## src/rtl/card_pkg.sv

```systemverilog
// Shared definitions for the card pipeline: frame geometry, coordinate widths
// and the corner extractor FSM state type.
package card_pkg;

  localparam int unsigned FRAME_WIDTH  = 240;
  localparam int unsigned FRAME_HEIGHT = 320;
  localparam int unsigned ADDR_W       = 17;
  localparam int unsigned X_W          = 8;
  localparam int unsigned Y_W          = 9;
  localparam int unsigned PIX_W        = 16;

  typedef enum logic [2:0] {
    ST_IDLE,
    ST_SETUP,
    ST_SCAN,
    ST_DRAIN,
    ST_DONE,
    ST_ERR
  } state_e;

  typedef struct packed {
    logic [X_W-1:0] left;
    logic [X_W-1:0] right;
    logic [Y_W-1:0] top;
    logic [Y_W-1:0] bot;
  } box_t;

endpackage

```

## src/rtl/corner_extractor_if.sv

```systemverilog
// Box request, frame-buffer read port and corner pixel stream of the corner extractor.
interface corner_extractor_if;
  import card_pkg::*;

  logic             start_in;
  logic [X_W-1:0]   left_edge;
  logic [X_W-1:0]   right_edge;
  logic [Y_W-1:0]   top_edge;
  logic [Y_W-1:0]   bot_edge;
  logic [PIX_W-1:0] pixel_data_in;
  logic [ADDR_W-1:0] addr_out;
  logic [PIX_W-1:0] pixel_out;
  logic             pixel_valid_out;
  logic             pixel_last_out;
  logic [X_W-1:0]   corner_width;
  logic [Y_W-1:0]   corner_height;
  logic             busy_out;
  logic             done_out;
  logic             err_out;

  modport slave (
    input  start_in, left_edge, right_edge, top_edge, bot_edge, pixel_data_in,
    output addr_out, pixel_out, pixel_valid_out, pixel_last_out,
           corner_width, corner_height, busy_out, done_out, err_out
  );

  modport master (
    output start_in, left_edge, right_edge, top_edge, bot_edge, pixel_data_in,
    input  addr_out, pixel_out, pixel_valid_out, pixel_last_out,
           corner_width, corner_height, busy_out, done_out, err_out
  );

endinterface

```

## src/rtl/latency_tag_pipe.sv

```systemverilog
// Shift register carrying {valid, last} tags alongside frame-buffer reads so they
// emerge in the same cycle as the matching read data.
module latency_tag_pipe #(
  parameter int unsigned DEPTH = 2
) (
  input  logic clk_i,
  input  logic rst_ni,
  input  logic valid_i,
  input  logic last_i,
  output logic valid_o,
  output logic last_o
);

  logic [DEPTH-1:0] valid_q;
  logic [DEPTH-1:0] last_q;
  logic [DEPTH:0]   valid_shift;
  logic [DEPTH:0]   last_shift;

  // Stage 0 of the shift view is the incoming tag, so DEPTH=1 needs no special case.
  assign valid_shift = {valid_q, valid_i};
  assign last_shift  = {last_q, last_i};

  always_ff @(posedge clk_i) begin
    if (!rst_ni) begin
      valid_q <= '0;
      last_q  <= '0;
    end else begin
      valid_q <= valid_shift[DEPTH-1:0];
      last_q  <= last_shift[DEPTH-1:0];
    end
  end

  assign valid_o = valid_shift[DEPTH];
  assign last_o  = last_shift[DEPTH];

endmodule

```

## src/rtl/corner_extractor.sv

```systemverilog
// Latches a card bounding box, derives the top-left corner window and raster-scans
// it through the frame-buffer read port as a valid/last qualified pixel stream.
module corner_extractor
  import card_pkg::*;
#(
  parameter int unsigned WIDTH        = FRAME_WIDTH,
  parameter int unsigned HEIGHT       = FRAME_HEIGHT,
  parameter int unsigned CW_SHIFT     = 2,
  parameter int unsigned CH_SHIFT     = 2,
  parameter int unsigned READ_LATENCY = 2
) (
  input  logic            clk_in,
  input  logic            rst_in,
  corner_extractor_if.slave bus
);

  localparam logic [ADDR_W-1:0] ROW_STRIDE = ADDR_W'(WIDTH);

  state_e            state_q, state_d;
  box_t              box_q, box_d;
  logic [X_W-1:0]    cw_q, cw_d;
  logic [Y_W-1:0]    ch_q, ch_d;
  logic [ADDR_W-1:0] row_base_q, row_base_d;
  logic [ADDR_W-1:0] addr_q, addr_d;
  logic [X_W-1:0]    x_q, x_d;
  logic [Y_W-1:0]    row_q, row_d;

  logic [X_W:0]      span_x, cw_raw;
  logic [Y_W:0]      span_y, ch_raw;
  logic [X_W-1:0]    cw_sat, x_end;
  logic [Y_W-1:0]    ch_sat;
  logic [ADDR_W-1:0] top_base, row_next;
  logic              box_ok, last_col, last_row, issue, last_issue;
  logic              tag_valid, tag_last;

  assign span_x = {1'b0, box_q.right} - {1'b0, box_q.left} + (X_W+1)'(1);
  assign span_y = {1'b0, box_q.bot} - {1'b0, box_q.top} + (Y_W+1)'(1);
  assign cw_raw = span_x >> CW_SHIFT;
  assign ch_raw = span_y >> CH_SHIFT;
  assign cw_sat = (cw_raw == '0) ? X_W'(1) : cw_raw[X_W-1:0];
  assign ch_sat = (ch_raw == '0) ? Y_W'(1) : ch_raw[Y_W-1:0];

  assign box_ok = (box_q.right > box_q.left) && (box_q.bot > box_q.top) &&
                  (32'(box_q.right) < WIDTH) && (32'(box_q.bot) < HEIGHT);

  // Single multiply per box; rows afterwards advance by adding the stride.
  assign top_base = ADDR_W'(box_q.top) * ROW_STRIDE;
  assign row_next = row_base_q + ROW_STRIDE;

  assign x_end      = box_q.left + cw_q - X_W'(1);
  assign last_col   = (x_q == x_end);
  assign last_row   = (row_q == ch_q - Y_W'(1));
  assign issue      = (state_q == ST_SCAN);
  assign last_issue = issue && last_col && last_row;

  always_comb begin
    state_d    = state_q;
    box_d      = box_q;
    cw_d       = cw_q;
    ch_d       = ch_q;
    row_base_d = row_base_q;
    addr_d     = addr_q;
    x_d        = x_q;
    row_d      = row_q;
    case (state_q)
      ST_IDLE: begin
        if (bus.start_in) begin
          box_d.left  = bus.left_edge;
          box_d.right = bus.right_edge;
          box_d.top   = bus.top_edge;
          box_d.bot   = bus.bot_edge;
          state_d     = ST_SETUP;
        end
      end
      ST_SETUP: begin
        if (box_ok) begin
          cw_d       = cw_sat;
          ch_d       = ch_sat;
          row_base_d = top_base;
          addr_d     = top_base + ADDR_W'(box_q.left);
          x_d        = box_q.left;
          row_d      = '0;
          state_d    = ST_SCAN;
        end else begin
          state_d = ST_ERR;
        end
      end
      ST_SCAN: begin
        if (last_col && last_row) begin
          state_d = ST_DRAIN;
        end else if (last_col) begin
          row_base_d = row_next;
          addr_d     = row_next + ADDR_W'(box_q.left);
          x_d        = box_q.left;
          row_d      = row_q + Y_W'(1);
        end else begin
          addr_d = addr_q + ADDR_W'(1);
          x_d    = x_q + X_W'(1);
        end
      end
      ST_DRAIN: begin
        if (tag_last) state_d = ST_DONE;
      end
      ST_DONE:  state_d = ST_IDLE;
      ST_ERR:   state_d = ST_IDLE;
      default:  state_d = ST_IDLE;
    endcase
  end

  always_ff @(posedge clk_in) begin
    if (!rst_in) begin
      state_q    <= ST_IDLE;
      box_q      <= '0;
      cw_q       <= '0;
      ch_q       <= '0;
      row_base_q <= '0;
      addr_q     <= '0;
      x_q        <= '0;
      row_q      <= '0;
    end else begin
      state_q    <= state_d;
      box_q      <= box_d;
      cw_q       <= cw_d;
      ch_q       <= ch_d;
      row_base_q <= row_base_d;
      addr_q     <= addr_d;
      x_q        <= x_d;
      row_q      <= row_d;
    end
  end

  latency_tag_pipe #(
    .DEPTH(READ_LATENCY)
  ) u_tags (
    .clk_i  (clk_in),
    .rst_ni (rst_in),
    .valid_i(issue),
    .last_i (last_issue),
    .valid_o(tag_valid),
    .last_o (tag_last)
  );

  assign bus.addr_out        = addr_q;
  assign bus.pixel_out       = tag_valid ? bus.pixel_data_in : '0;
  assign bus.pixel_valid_out = tag_valid;
  assign bus.pixel_last_out  = tag_last;
  assign bus.corner_width    = cw_q;
  assign bus.corner_height   = ch_q;
  assign bus.busy_out        = (state_q == ST_SETUP) || (state_q == ST_SCAN) ||
                               (state_q == ST_DRAIN);
  assign bus.done_out        = (state_q == ST_DONE);
  assign bus.err_out         = (state_q == ST_ERR);

endmodule

```

## src/flat_wrapper.sv

```systemverilog
// flat-port wrapper written by rule: the top's interface ports become plain ports
module corner_extractor_flat import card_pkg::*;
#(
  parameter int unsigned WIDTH        = FRAME_WIDTH,
  parameter int unsigned HEIGHT       = FRAME_HEIGHT,
  parameter int unsigned CW_SHIFT     = 2,
  parameter int unsigned CH_SHIFT     = 2,
  parameter int unsigned READ_LATENCY = 2
)
  (clk_in, rst_in, bus_start_in, bus_left_edge, bus_right_edge, bus_top_edge, bus_bot_edge, bus_pixel_data_in, bus_addr_out, bus_pixel_out, bus_pixel_valid_out, bus_pixel_last_out, bus_corner_width, bus_corner_height, bus_busy_out, bus_done_out, bus_err_out);
  corner_extractor_if bus_i ();
  input  logic clk_in;
  input  logic rst_in;
  input wire logic [$bits(bus_i.start_in)-1:0] bus_start_in;
  input wire logic [$bits(bus_i.left_edge)-1:0] bus_left_edge;
  input wire logic [$bits(bus_i.right_edge)-1:0] bus_right_edge;
  input wire logic [$bits(bus_i.top_edge)-1:0] bus_top_edge;
  input wire logic [$bits(bus_i.bot_edge)-1:0] bus_bot_edge;
  input wire logic [$bits(bus_i.pixel_data_in)-1:0] bus_pixel_data_in;
  output wire logic [$bits(bus_i.addr_out)-1:0] bus_addr_out;
  output wire logic [$bits(bus_i.pixel_out)-1:0] bus_pixel_out;
  output wire logic [$bits(bus_i.pixel_valid_out)-1:0] bus_pixel_valid_out;
  output wire logic [$bits(bus_i.pixel_last_out)-1:0] bus_pixel_last_out;
  output wire logic [$bits(bus_i.corner_width)-1:0] bus_corner_width;
  output wire logic [$bits(bus_i.corner_height)-1:0] bus_corner_height;
  output wire logic [$bits(bus_i.busy_out)-1:0] bus_busy_out;
  output wire logic [$bits(bus_i.done_out)-1:0] bus_done_out;
  output wire logic [$bits(bus_i.err_out)-1:0] bus_err_out;
  assign bus_i.start_in = bus_start_in;
  assign bus_i.left_edge = bus_left_edge;
  assign bus_i.right_edge = bus_right_edge;
  assign bus_i.top_edge = bus_top_edge;
  assign bus_i.bot_edge = bus_bot_edge;
  assign bus_i.pixel_data_in = bus_pixel_data_in;
  assign bus_addr_out = bus_i.addr_out;
  assign bus_pixel_out = bus_i.pixel_out;
  assign bus_pixel_valid_out = bus_i.pixel_valid_out;
  assign bus_pixel_last_out = bus_i.pixel_last_out;
  assign bus_corner_width = bus_i.corner_width;
  assign bus_corner_height = bus_i.corner_height;
  assign bus_busy_out = bus_i.busy_out;
  assign bus_done_out = bus_i.done_out;
  assign bus_err_out = bus_i.err_out;
  corner_extractor #(.WIDTH(WIDTH), .HEIGHT(HEIGHT), .CW_SHIFT(CW_SHIFT), .CH_SHIFT(CH_SHIFT), .READ_LATENCY(READ_LATENCY)) u_core (.clk_in(clk_in), .rst_in(rst_in), .bus(bus_i));
endmodule
```

## config.mk

```make
export PLATFORM = sky130hd
export DESIGN_NAME = corner_extractor_flat
export DESIGN_NICKNAME = d
export VERILOG_FILES = /design/src/rtl/card_pkg.sv /design/src/rtl/corner_extractor_if.sv /design/src/rtl/latency_tag_pipe.sv /design/src/rtl/corner_extractor.sv /design/src/flat_wrapper.sv
export SDC_FILE = /design/constraint.sdc
export NUM_CORES = 1
export LEC_CHECK = 0
export CORE_MARGIN = 2
export CORE_UTILIZATION = 30
export DETAILED_ROUTE_END_ITERATION = 8
export PLACE_DENSITY = 0.56
export SLEW_MARGIN = 20
export SYNTH_ARGS = -nofsm -noshare
export SYNTH_HDL_FRONTEND = slang
export SYNTH_HIERARCHICAL = 1
export SYNTH_SLANG_ARGS = --single-unit
```

## constraint.sdc

```tcl
create_clock -name clk_in -period 4.2 [get_ports clk_in]
set_clock_uncertainty 0.1 [all_clocks]
set_input_delay 0.63 -clock clk_in [delete_from_list [all_inputs] [get_ports clk_in]]
set_output_delay 0.63 -clock clk_in [all_outputs]
set_load 0.01 [all_outputs]
```

=== Yosys cells after proc, flatten, opt, wreduce, memory -nomap -nowiden ===
Cells that the tools add are included.

* Register bits after elaboration: 109
* Input port bits: 53
* Output and inout port bits: 55
* Logic and storage cells: 85

* Add/subtract/negate cells: 13
* Multipliers: 1
* $lt $le $gt $ge: 4
* Equal/unequal tests: 13
* Muxes and demuxes: 24
* Reduce and logical (&&, ||, !) cells: 17

{| class="wikitable"
|+ Operators by type and width
! operator !! count
|-
| two-way mux 17 bit || 6
|-
| one-hot mux 17 bit (2 select lines) || 2
|-
| adder 17 x 8 -> 17 bit || 2
|-
| two-way mux 8 bit || 4
|-
| two-way mux 9 bit || 3
|-
| adder 9 x 1 -> 9 bit (second input constant) || 2
|-
| one-hot mux 9 bit (2 select lines) || 1
|-
| adder 17 x 1 -> 17 bit (second input constant) || 1
|-
| adder 17 x 8 -> 17 bit (second input constant) || 1
|-
| two-way mux 16 bit || 1
|-
| one-hot mux 8 bit (2 select lines) || 1
|-
| multiplier 9 x 4 -> 13 bit (second input constant) || 1
|-
| two-way mux 3 bit || 4
|-
| one-hot mux 3 bit (4 select lines) || 1
|-
| adder 10 x 1 -> 10 bit (second input constant) || 1
|-
| logical NOT 10 bit || 1
|-
| subtractor 9 x 9 -> 10 bit || 1
|-
| == test 9 bit || 1
|-
| greater-than comparator 9 bit || 1
|-
| logical NOT 9 bit || 1
|-
| < comparator 9 bit (second input constant) || 1
|-
| subtractor 8 x 8 -> 9 bit || 1
|-
| subtractor 9 x 1 -> 9 bit (second input constant) || 1
|-
| adder 8 x 1 -> 8 bit (second input constant) || 1
|-
| other kinds (18) || 32
|}

=== Longest topological paths before layout ===
Gate-level depths: netlist of the first run.

* Word-level depth: 6
* Depth in mapped cells: 17
* Mapped depth without buffers: 14

=== By module ===
The synthesis of the first run kept the hierarchy.

{| class="wikitable"
|+ By module, submodules not included
! module !! times used !! cells an instance !! area each (um^2) !! seq. area each (um^2)
|-
| corner_extractor || 1 || 1090 || 8428.1 || 1981.9
|-
| latency_tag_pipe || 1 || 8 || 105.1 || 80.1
|}

=== Worst setup path before layout of the first run ===
OpenSTA, ideal clock, no wires.

* Path type: register -> register
* From: register u_core/box_q[15] (netlist bit)
* To: register u_core.addr_q[15] (netlist: u_core/bus.addr_out[15])
* Setup time: 0.122 ns
* Arrival: 3.541 ns
* Required time: 3.978 ns
* Path slack: 0.437 ns
* Stages on the path, launching flop included: 14
* Buffers on the path: 0
* Period minus slack after synthesis: 3.763 ns
* Cell sequence: dfxtp_1 > inv_1 > fa_1 > fa_1 > inv_1 > ha_1 > or4b_2 > a211oi_1 > a211oi_1 > a211oi_1 > nand3_1 > xnor2_1 > o211ai_1 > o21ai_0

* Cells in the longest elaborated chain, start to end: 6
* Elaborated cells on any way between the ends: 10
* Classes of those cells: add/sub: 1; mul: 1; order compare: 1; eq/ne: 1; mux: 2; reduce/logical: 4

{| class="wikitable"
|+ RTL lines
! element !! RTL line !! text
|-
| from (decl) || corner_extractor.sv:20 || <nowiki>box_t box_q, box_d;</nowiki>
|-
| from (signal assigned) || corner_extractor.sv:122 || <nowiki>box_q <= box_d;</nowiki>
|-
| parallel branches: the longest is 6 deep, another holds adder 17 x 8 -> 17 bit || n/a ||
|-
| to (signal assigned) || corner_extractor.sv:126 || <nowiki>addr_q <= addr_d;</nowiki>
|-
| to (decl) || corner_extractor.sv:24 || <nowiki>logic [ADDR_W-1:0] addr_q, addr_d;</nowiki>
|}

Several ways; the timed one is not identified. The select of a mux whose other input is x is not followed.
A chain may end at the register's enable or synchronous reset.

=== Final worst setup path of the first run ===
* From: register u_core/box_q[14] (netlist bit)
* To: register u_core.addr_q[15] (netlist: u_core/bus.addr_out[15])

Same word-level chain as after synthesis.

==> flow_summary_export.csv, run 1 <==
group,metric,value,unit
timing,maxSlewHeadroom,32.74,%
placement,portBuffers,105,
synthesis,avgSynthCellArea,7.772,µm²
final_layout,layout.cells.non_filler,1571,
timing,worst_slew_pin_slew,999.7,ps
clock_network,cts_tree,"done",
power_and_ir_drop,switching_share,46.73,%
synthesis,yosysWarningCount,6,
floorplan,ios,108,
clock_network,cts-htree-levels,3,
floorplan,core-area,27860,µm²
timing,min_period,3876,ps
worst_setup_path,critPathMaxStageDelay,640,ps
hold_path,hp-start,"u_core/u_tags/valid_q[0]",
detailed_routing,drtPass1Iterations,6,
final_layout,syn_to_final_growth,21.88,%
hold_path,min_to,"u_core/u_tags/valid_q[1]",
hold_path,holdCritPathClass,"flip-flop to flip-flop",
worst_setup_path,startpoint_type,"flip-flop",
detailed_routing,drc,0,
worst_setup_path,cp_max_fo,8,
timing,fin_crit_sh,92.29,%
clock_network,cts_buffers,9,
placement,place_hpwl,18.52,mm
clock_network,cts-root-buf,"clkbuf_16",
status,status,"finished, final reports clean",
final_layout,drive_gt1_share,5.365,%
clock_network,cts_sinks,103,
placement,place_ws,166.4,ps
final_layout,seq_area,2062,µm²
power_and_ir_drop,power,6.464,mW
timing,setup-tns-final,0,ps
power_and_ir_drop,p_seq_share,21.8,%
synthesis,ys.flop_type,"dfxtp_1",
timing,fmax,258.0,MHz
final_layout,final_cell_mix,"149 x nand2_1, 105 x clkdlybuf4s50_1, 105 x a21oi_1",
worst_setup_path,r2r-start,"u_core/box_q[14]",
power_and_ir_drop,combPwrFrac,64.1,%
clock_network,clk-insertion-delay-late,360,ps
synthesis,synth_seq_cells,103,
detailed_routing,drtAntennaViolNets,0,
synthesis,syn_inst,1098,
synthesis,async_reset_ff_share,0,%
placement,gp_congestion,0.8214,
placement,place_area,10060,µm²
grt,grt_pass1_wl,38.74,mm
grt,grt_overflow,0,
grt,grt_max_degree,38,
clock_network,postCtsSetupBuffers,0,
worst_setup_path,critPathKind,"flip-flop to flip-flop",
worst_setup_path,reg2reg_to,"u_core/bus.addr_out[15]",
placement,dp.cells,1555,
power_and_ir_drop,power.clock.fraction,14.1,%
power_and_ir_drop,p_int,3.443,mW
clock_network,cts_hold_buf,0,
clock_network,clkSlewWorstSetupHoldPaths,80,ps
power_and_ir_drop,powerDensity,621.5,nW/µm²
grt,grt_pass1_vias,7396,
clock_network,cts-resized-gates,0,
floorplan,die_area,29810,µm²
power_and_ir_drop,power.switching,3.020,mW
synthesis,ys_types,70,
power_and_ir_drop,p_leak,4.069,nW
power_and_ir_drop,vdd_drop_max,274.3,µV
floorplan,fp.dieW,172.7,µm
detailed_routing,vias_per_cell,4.985,
final_layout,fin_nets,1342,
synthesis,synth_edf_count,0,
worst_setup_path,arrival,4020,ps
worst_setup_path,path_cells,"inv_1 > fa_1 > fa_1 > inv_1 > ha_1 > or4b_2 > a211oi_2 > a211oi_2 > a211oi_2 > nand3_1 > xnor2_1 > o211ai_1 > o21ai_0",
floorplan,die_h,172.7,µm
worst_setup_path,r2r_slack,320,ps
final_layout,multi_input_area,5927,µm²
grt,antenna_found_initial,0,
detailed_routing,wl_per_cell,15.01,µm
timing,worst_slack,324.0,ps
grt,grtUsageTotal,15.81,%
detailed_routing,drt_iter0_drc,469,
floorplan,start_util,30.63,%
worst_setup_path,cpMaxStageDelayCell,"or4b_2",
worst_setup_path,critical_path_required,4340,ps
worst_setup_path,reg2regPathDepth,13,
final_layout,stdcell_area,10400,µm²
detailed_routing,drt_wl_total,23.59,mm
final_layout,nFillCells,2880,
timing,setup_viol,0,
timing,hold_viol_final,0,
final_layout,final_common_cell,"nand2_1",
detailed_routing,vias,7831,
synthesis,synth_area,8533,µm²
clock_network,cts.path.max_buffers,2,
timing,drv_slew,0,
floorplan,num_rows,61,
hold_path,whs_path_depth,1,
synthesis,seq_area_frac_synth,24.16,%
worst_setup_path,crit_path_frequent_cell,"a211oi_2",
final_layout,insertedDiodeCount,0,
worst_setup_path,setup.worst_path.end_class,"flip-flop",
timing,rsz0062_at_grt,"false",
job,max_cap_viol_count,0,
==> Yosys cell counts (4+ instances only) <==
cell type / count / share of area (%)
a211o_1: 4 / 0.41
a211oi_1: 19 / 1.7
a21boi_0: 8 / 0.70
a21o_1: 8 / 0.70
a21oi_1: 106 / 6.2
a221oi_1: 4 / 0.41
a31oi_1: 5 / 0.37
and2_1: 29 / 2.1
and3_1: 10 / 0.73
buf_2: 5 / 0.29
clkbuf_1: 43 / 1.9
dfxtp_1: 103 / 24
fa_1: 25 / 5.9
ha_1: 76 / 11
inv_1: 97 / 4.3
mux2i_1: 17 / 2.0
nand2_1: 149 / 6.6
nand2b_1: 8 / 0.59
nand3_1: 29 / 1.7
nand3b_1: 7 / 0.62
nand4_1: 14 / 1.0
nor2_1: 68 / 3.0
nor2b_1: 8 / 0.59
nor3_1: 10 / 0.59
nor3b_1: 6 / 0.53
nor4_1: 4 / 0.29
o211ai_1: 11 / 0.97
o21a_1: 20 / 1.8
o21ai_0: 42 / 2.5
o31ai_1: 7 / 0.62
or2_2: 6 / 0.44
or3_1: 9 / 0.66
or4_1: 11 / 0.97
xnor2_1: 41 / 4.2
xor2_1: 32 / 3.3
==> state kept, by name (all words and copies together) (netlist names) <==
signal and count:
u_core/box_q 34, u_core/row_q 9, u_core/row_base_q 13, u_core/state_q 3, u_core/bus.addr_out 17, u_core/bus.corner_height 8, u_core/u_tags/valid_q 2, u_core/bus.corner_width 7
u_core/u_tags/last_q 2, u_core/x_q 8
==> power by group through the flow <==
stage	Combinational, mW	Clock [mW]	Sequential (mW)
floorplan	2.96	0	1.38
global placement	4.07	0	1.42
detailed placement	4.08	0	1.43
CTS	4.11	0.943	1.41
global route	4.65	0.982	1.45
finish	4.14	0.913	1.41
==> per-layer routing <==
metal / vias to the layer above / GRT usage, % / wire length (µm)
met3: 17 / 2.353 / 1100
li1: 3977 / - / -
met2: 175 / 25.25 / 10530
met5: - / 0 / 0
met4: 0 / 3.849 / 274
met1: 3662 / 22.37 / 11690
==> worst max-delay path by stage <==
stage,depth (start not counted),startpoint,to
global route,13,u_core/box_q[12],u_core/bus.addr_out[15]
CTS,13,u_core/box_q[13],u_core/bus.addr_out[14]
floorplan,13,u_core/box_q[15],u_core/bus.addr_out[15]
detailed placement,13,u_core/box_q[13],u_core/bus.addr_out[14]
global placement,13,u_core/box_q[13],u_core/bus.addr_out[15]
finish,13,u_core/box_q[14],u_core/bus.addr_out[15]
==> layout make-up <==
cell class              count  share of cell area [%]
clock buffers              12                   2.466
clock inverters             4                  0.5654
inverters                  97                   3.501
multi-input cells         846                   56.99
flip-flops and latches    103                   19.83
well taps                 378                   4.548
repair buffers            131                   12.10
==> worst max-delay path, delay by kind of cell (launching register included) <==
family,cells,cell delay (ps)
adders and majority gates,3,1310
AOI/OAI and AO/OA,5,830
and+or+nand+nor,2,760
DFF,1,310
buffers and inverters,2,290
xor gates and xnor gates,1,140
==> cells by family after synthesis <==
group                      Yosys count  synth area share (%)
and+or+nand+nor                    381                 21.85
adders and majority gates          101                 17.01
xor gates and xnor gates            73                 7.493
AOI/OAI and AO/OA                  272                 20.65
muxes                               17                 1.994
other                                1               0.04395
DFF                                103                 24.16
buffers and inverters              150                 6.803
==> per-stage QoR <==
stage | hold WS (ps) | utilization, %
detailed placement | 322.2 | 36.12
floorplan | 311.8 | -
finish | 336.5 | 37.33
global placement | 312.9 | 36.12
CTS | 341.1 | 37.25
global route | 348.1 | 37.33
Note: power is estimated with default switching activity, not from simulation.
==> run 2, diff against run 1 <==
--- a/config.mk
+++ b/config.mk
@@ -10,2 +10,3 @@
 export DETAILED_ROUTE_END_ITERATION = 8
+export GPL_TIMING_DRIVEN = 0
 export PLACE_DENSITY = 0.56
==> constraint.sdc (replaced) <==
create_clock -name clk_in -period 4.2 [get_ports clk_in]
set_clock_uncertainty 0.1 [all_clocks]
set_input_delay 0.84 -clock clk_in [delete_from_list [all_inputs] [get_ports clk_in]]
set_output_delay 0.84 -clock clk_in [all_outputs]
set_load 0.01 [all_outputs]
==> run 2 against run 1 <==
Net effect:
- worst hold slack about the same
- sequential cell count unchanged
- die area unchanged
- largest power group unchanged
==> flow_summary_export.csv, run 2 (synthesized netlist as in run 1, its figures left out) <==
group,metric,value,unit
floorplan,fp.dieW,172.7,µm
final_layout,seq_area,2067,µm²
worst_setup_path,critPathKind,"flip-flop to flip-flop",
worst_setup_path,setup.worst_path.end_class,"flip-flop",
clock_network,cts_sinks,103,
detailed_routing,vias,8053,
job,max_cap_viol_count,0,
clock_network,clkSlewWorstSetupHoldPaths,70,ps
timing,worst_slew_pin_slew,1026,ps
detailed_routing,drt_wl_total,26.09,mm
worst_setup_path,cp_max_fo,7,
grt,grt_max_degree,17,
hold_path,min_to,"u_core/u_tags/valid_q[1]",
detailed_routing,drt_iter0_drc,502,
detailed_routing,wl_per_cell,16.33,µm
clock_network,cts_tree,"done",
placement,gp_congestion,0.8985,
placement,place_hpwl,20.71,mm
grt,grtUsageTotal,17.43,%
timing,min_period,4036,ps
power_and_ir_drop,p_leak,4.053,nW
final_layout,insertedDiodeCount,0,
timing,drv_slew,0,
power_and_ir_drop,p_int,3.382,mW
final_layout,drive_gt1_share,4.918,%
timing,setup_viol,0,
final_layout,multi_input_area,5974,µm²
worst_setup_path,critical_path_required,4390,ps
final_layout,postLayoutCoreUtil,37.58,%
hold_path,whs_path_depth,1,
power_and_ir_drop,vdd_drop_max,230.7,µV
worst_setup_path,reg2regPathDepth,13,
timing,maxSlewHeadroom,30.61,%
worst_setup_path,path_cells,"inv_1 > fa_1 > fa_1 > inv_1 > ha_1 > clkbuf_1 > nand3_1 > o22ai_1 > mux2i_1 > a21oi_1 > a41oi_1 > o211ai_1 > a21oi_1",
timing,worst_hold_slack,336.9,ps
grt,grt_overflow,0,
power_and_ir_drop,power.clock.fraction,13.5,%
worst_setup_path,arrival,4230,ps
status,status,"finished, final reports clean",
power_and_ir_drop,power,6.478,mW
floorplan,core-area,27860,µm²
placement,portBuffers,105,
power_and_ir_drop,combPwrFrac,64.7,%
clock_network,cts-root-buf,"clkbuf_16",
floorplan,num_rows,61,
clock_network,clk-insertion-delay-late,360,ps
power_and_ir_drop,p_seq_share,21.8,%
hold_path,hp-start,"u_core/u_tags/valid_q[0]",
placement,place_ws,-55.41,ps
final_layout,largest_reg_flops,34,
worst_setup_path,r2r-start,"u_core/box_q[12]",
final_layout,final_cell_mix,"149 x nand2_1, 106 x a21oi_1, 105 x clkdlybuf4s50_1",
detailed_routing,drtAntennaViolNets,0,
grt,grt_pass1_wl,41.74,mm
final_layout,final_common_cell,"nand2_1",
power_and_ir_drop,powerDensity,618.7,nW/µm²
floorplan,die_area,29810,µm²
timing,hold_viol_final,0,
detailed_routing,vias_per_cell,5.039,
floorplan,die_h,172.7,µm
power_and_ir_drop,switching_share,47.80,%
final_layout,syn_to_final_growth,22.70,%
worst_setup_path,critPathMaxStageDelay,530,ps
placement,place_area,10060,µm²
power_and_ir_drop,power.switching,3.096,mW
timing,fin_crit_sh,96.09,%
final_layout,nFillCells,2978,
timing,worst_slack,164.0,ps
worst_setup_path,r2r_slack,160,ps
floorplan,ios,108,
clock_network,cts_buffers,9,
clock_network,cts-htree-levels,3,
detailed_routing,drc,0,
worst_setup_path,reg2reg_to,"u_core/bus.addr_out[14]",
final_layout,stdcell_area,10470,µm²
clock_network,cts.path.max_buffers,2,
floorplan,start_util,30.63,%
worst_setup_path,startpoint_type,"flip-flop",
grt,grt_pass1_vias,7681,
hold_path,holdCritPathClass,"flip-flop to flip-flop",
final_layout,fin_nets,1370,
timing,fmax,247.8,MHz
grt,antenna_found_initial,0,
worst_setup_path,cpMaxStageDelayCell,"fa_1",
timing,rsz0062_at_grt,"true",
detailed_routing,drtPass1Iterations,5,
final_layout,largest_register,"u_core/box_q",
run 2: final cells by class:
class / instances / share of cell area [%]
Tap cell: 378 / 4.517
Clock buffer: 11 / 2.318
Buffer: 51 / 2.079
Sequential cell: 103 / 19.74
Inverter: 97 / 3.513
Clock inverter: 4 / 0.5139
Multi-Input combinational cell: 846 / 57.06
Timing Repair Buffer: 108 / 10.25
run 2: power by group through the flow:
stage / Combinational (mW) / Clock [mW] / Sequential [mW]
4_1_cts: 4.08 / 0.893 / 1.41
3_5_place_dp: 4.05 / 0 / 1.43
6_report: 4.19 / 0.875 / 1.41
5_1_grt: 4.69 / 0.931 / 1.45
2_1_floorplan: 2.96 / 0 / 1.38
3_3_place_gp: 4.02 / 0 / 1.43
run 2: per-layer routing:
layer | GRT usage (%) | part of all wire (%) | vias up
met5 | 0 | 0 | -
met4 | 4.555 | 1.5 | 0
met3 | 2.814 | 4.6 | 26
met2 | 28.28 | 45 | 193
met1 | 24.07 | 49 | 3795
li1 | - | - | 4039
run 2: worst max path at each step:
stage | end | slack, ps | cells after the start | startpoint
5_1_grt | u_core/row_base_q[13] | -7 | 18 | u_core/box_q[26]
4_1_cts | u_core/bus.addr_out[15] | -60 | 13 | u_core/box_q[15]
3_3_place_gp | u_core/bus.addr_out[15] | -70 | 14 | u_core/box_q[17]
6_report | u_core/bus.addr_out[14] | 160 | 13 | u_core/box_q[12]
3_5_place_dp | u_core/bus.addr_out[15] | -60 | 14 | u_core/box_q[17]
2_1_floorplan | u_core/bus.addr_out[15] | 440 | 13 | u_core/box_q[15]
run 2: repair_timing:
action                     4_1_cts  5_1_grt
buffers inserted                 0        3
gates resized for setup          1       30
setup endpoints to repair        2       48
cloned                           0        0
pin swaps                        0        2
hold buffers                     0        0
run 2: metrics by stage:
stage,cells,TNS (ps)
6_report,1598,0
5_1_grt,1598,-9.724
4_1_cts,1596,-99.18
3_5_place_dp,1582,-94.61
3_3_place_gp,1582,-74.24
2_1_floorplan,1099,0
run 2: worst max-delay path, delay by kind of cell, from the launching register on:
family / cells / cell delay (ps)
AO/OA/AOI/OAI: 5 / 1140
adder cells (fa/ha/maj): 3 / 1320
buffers and inverters: 3 / 480
multiplexers: 1 / 380
AND/OR/NAND/NOR: 1 / 140
flip-flops: 1 / 410
==> run 3, diff against run 2 <==
- SLEW_MARGIN: 20 -> unset
==> results of run 3 <==
Final layout, timing and power as in run 2 (identical DEF).
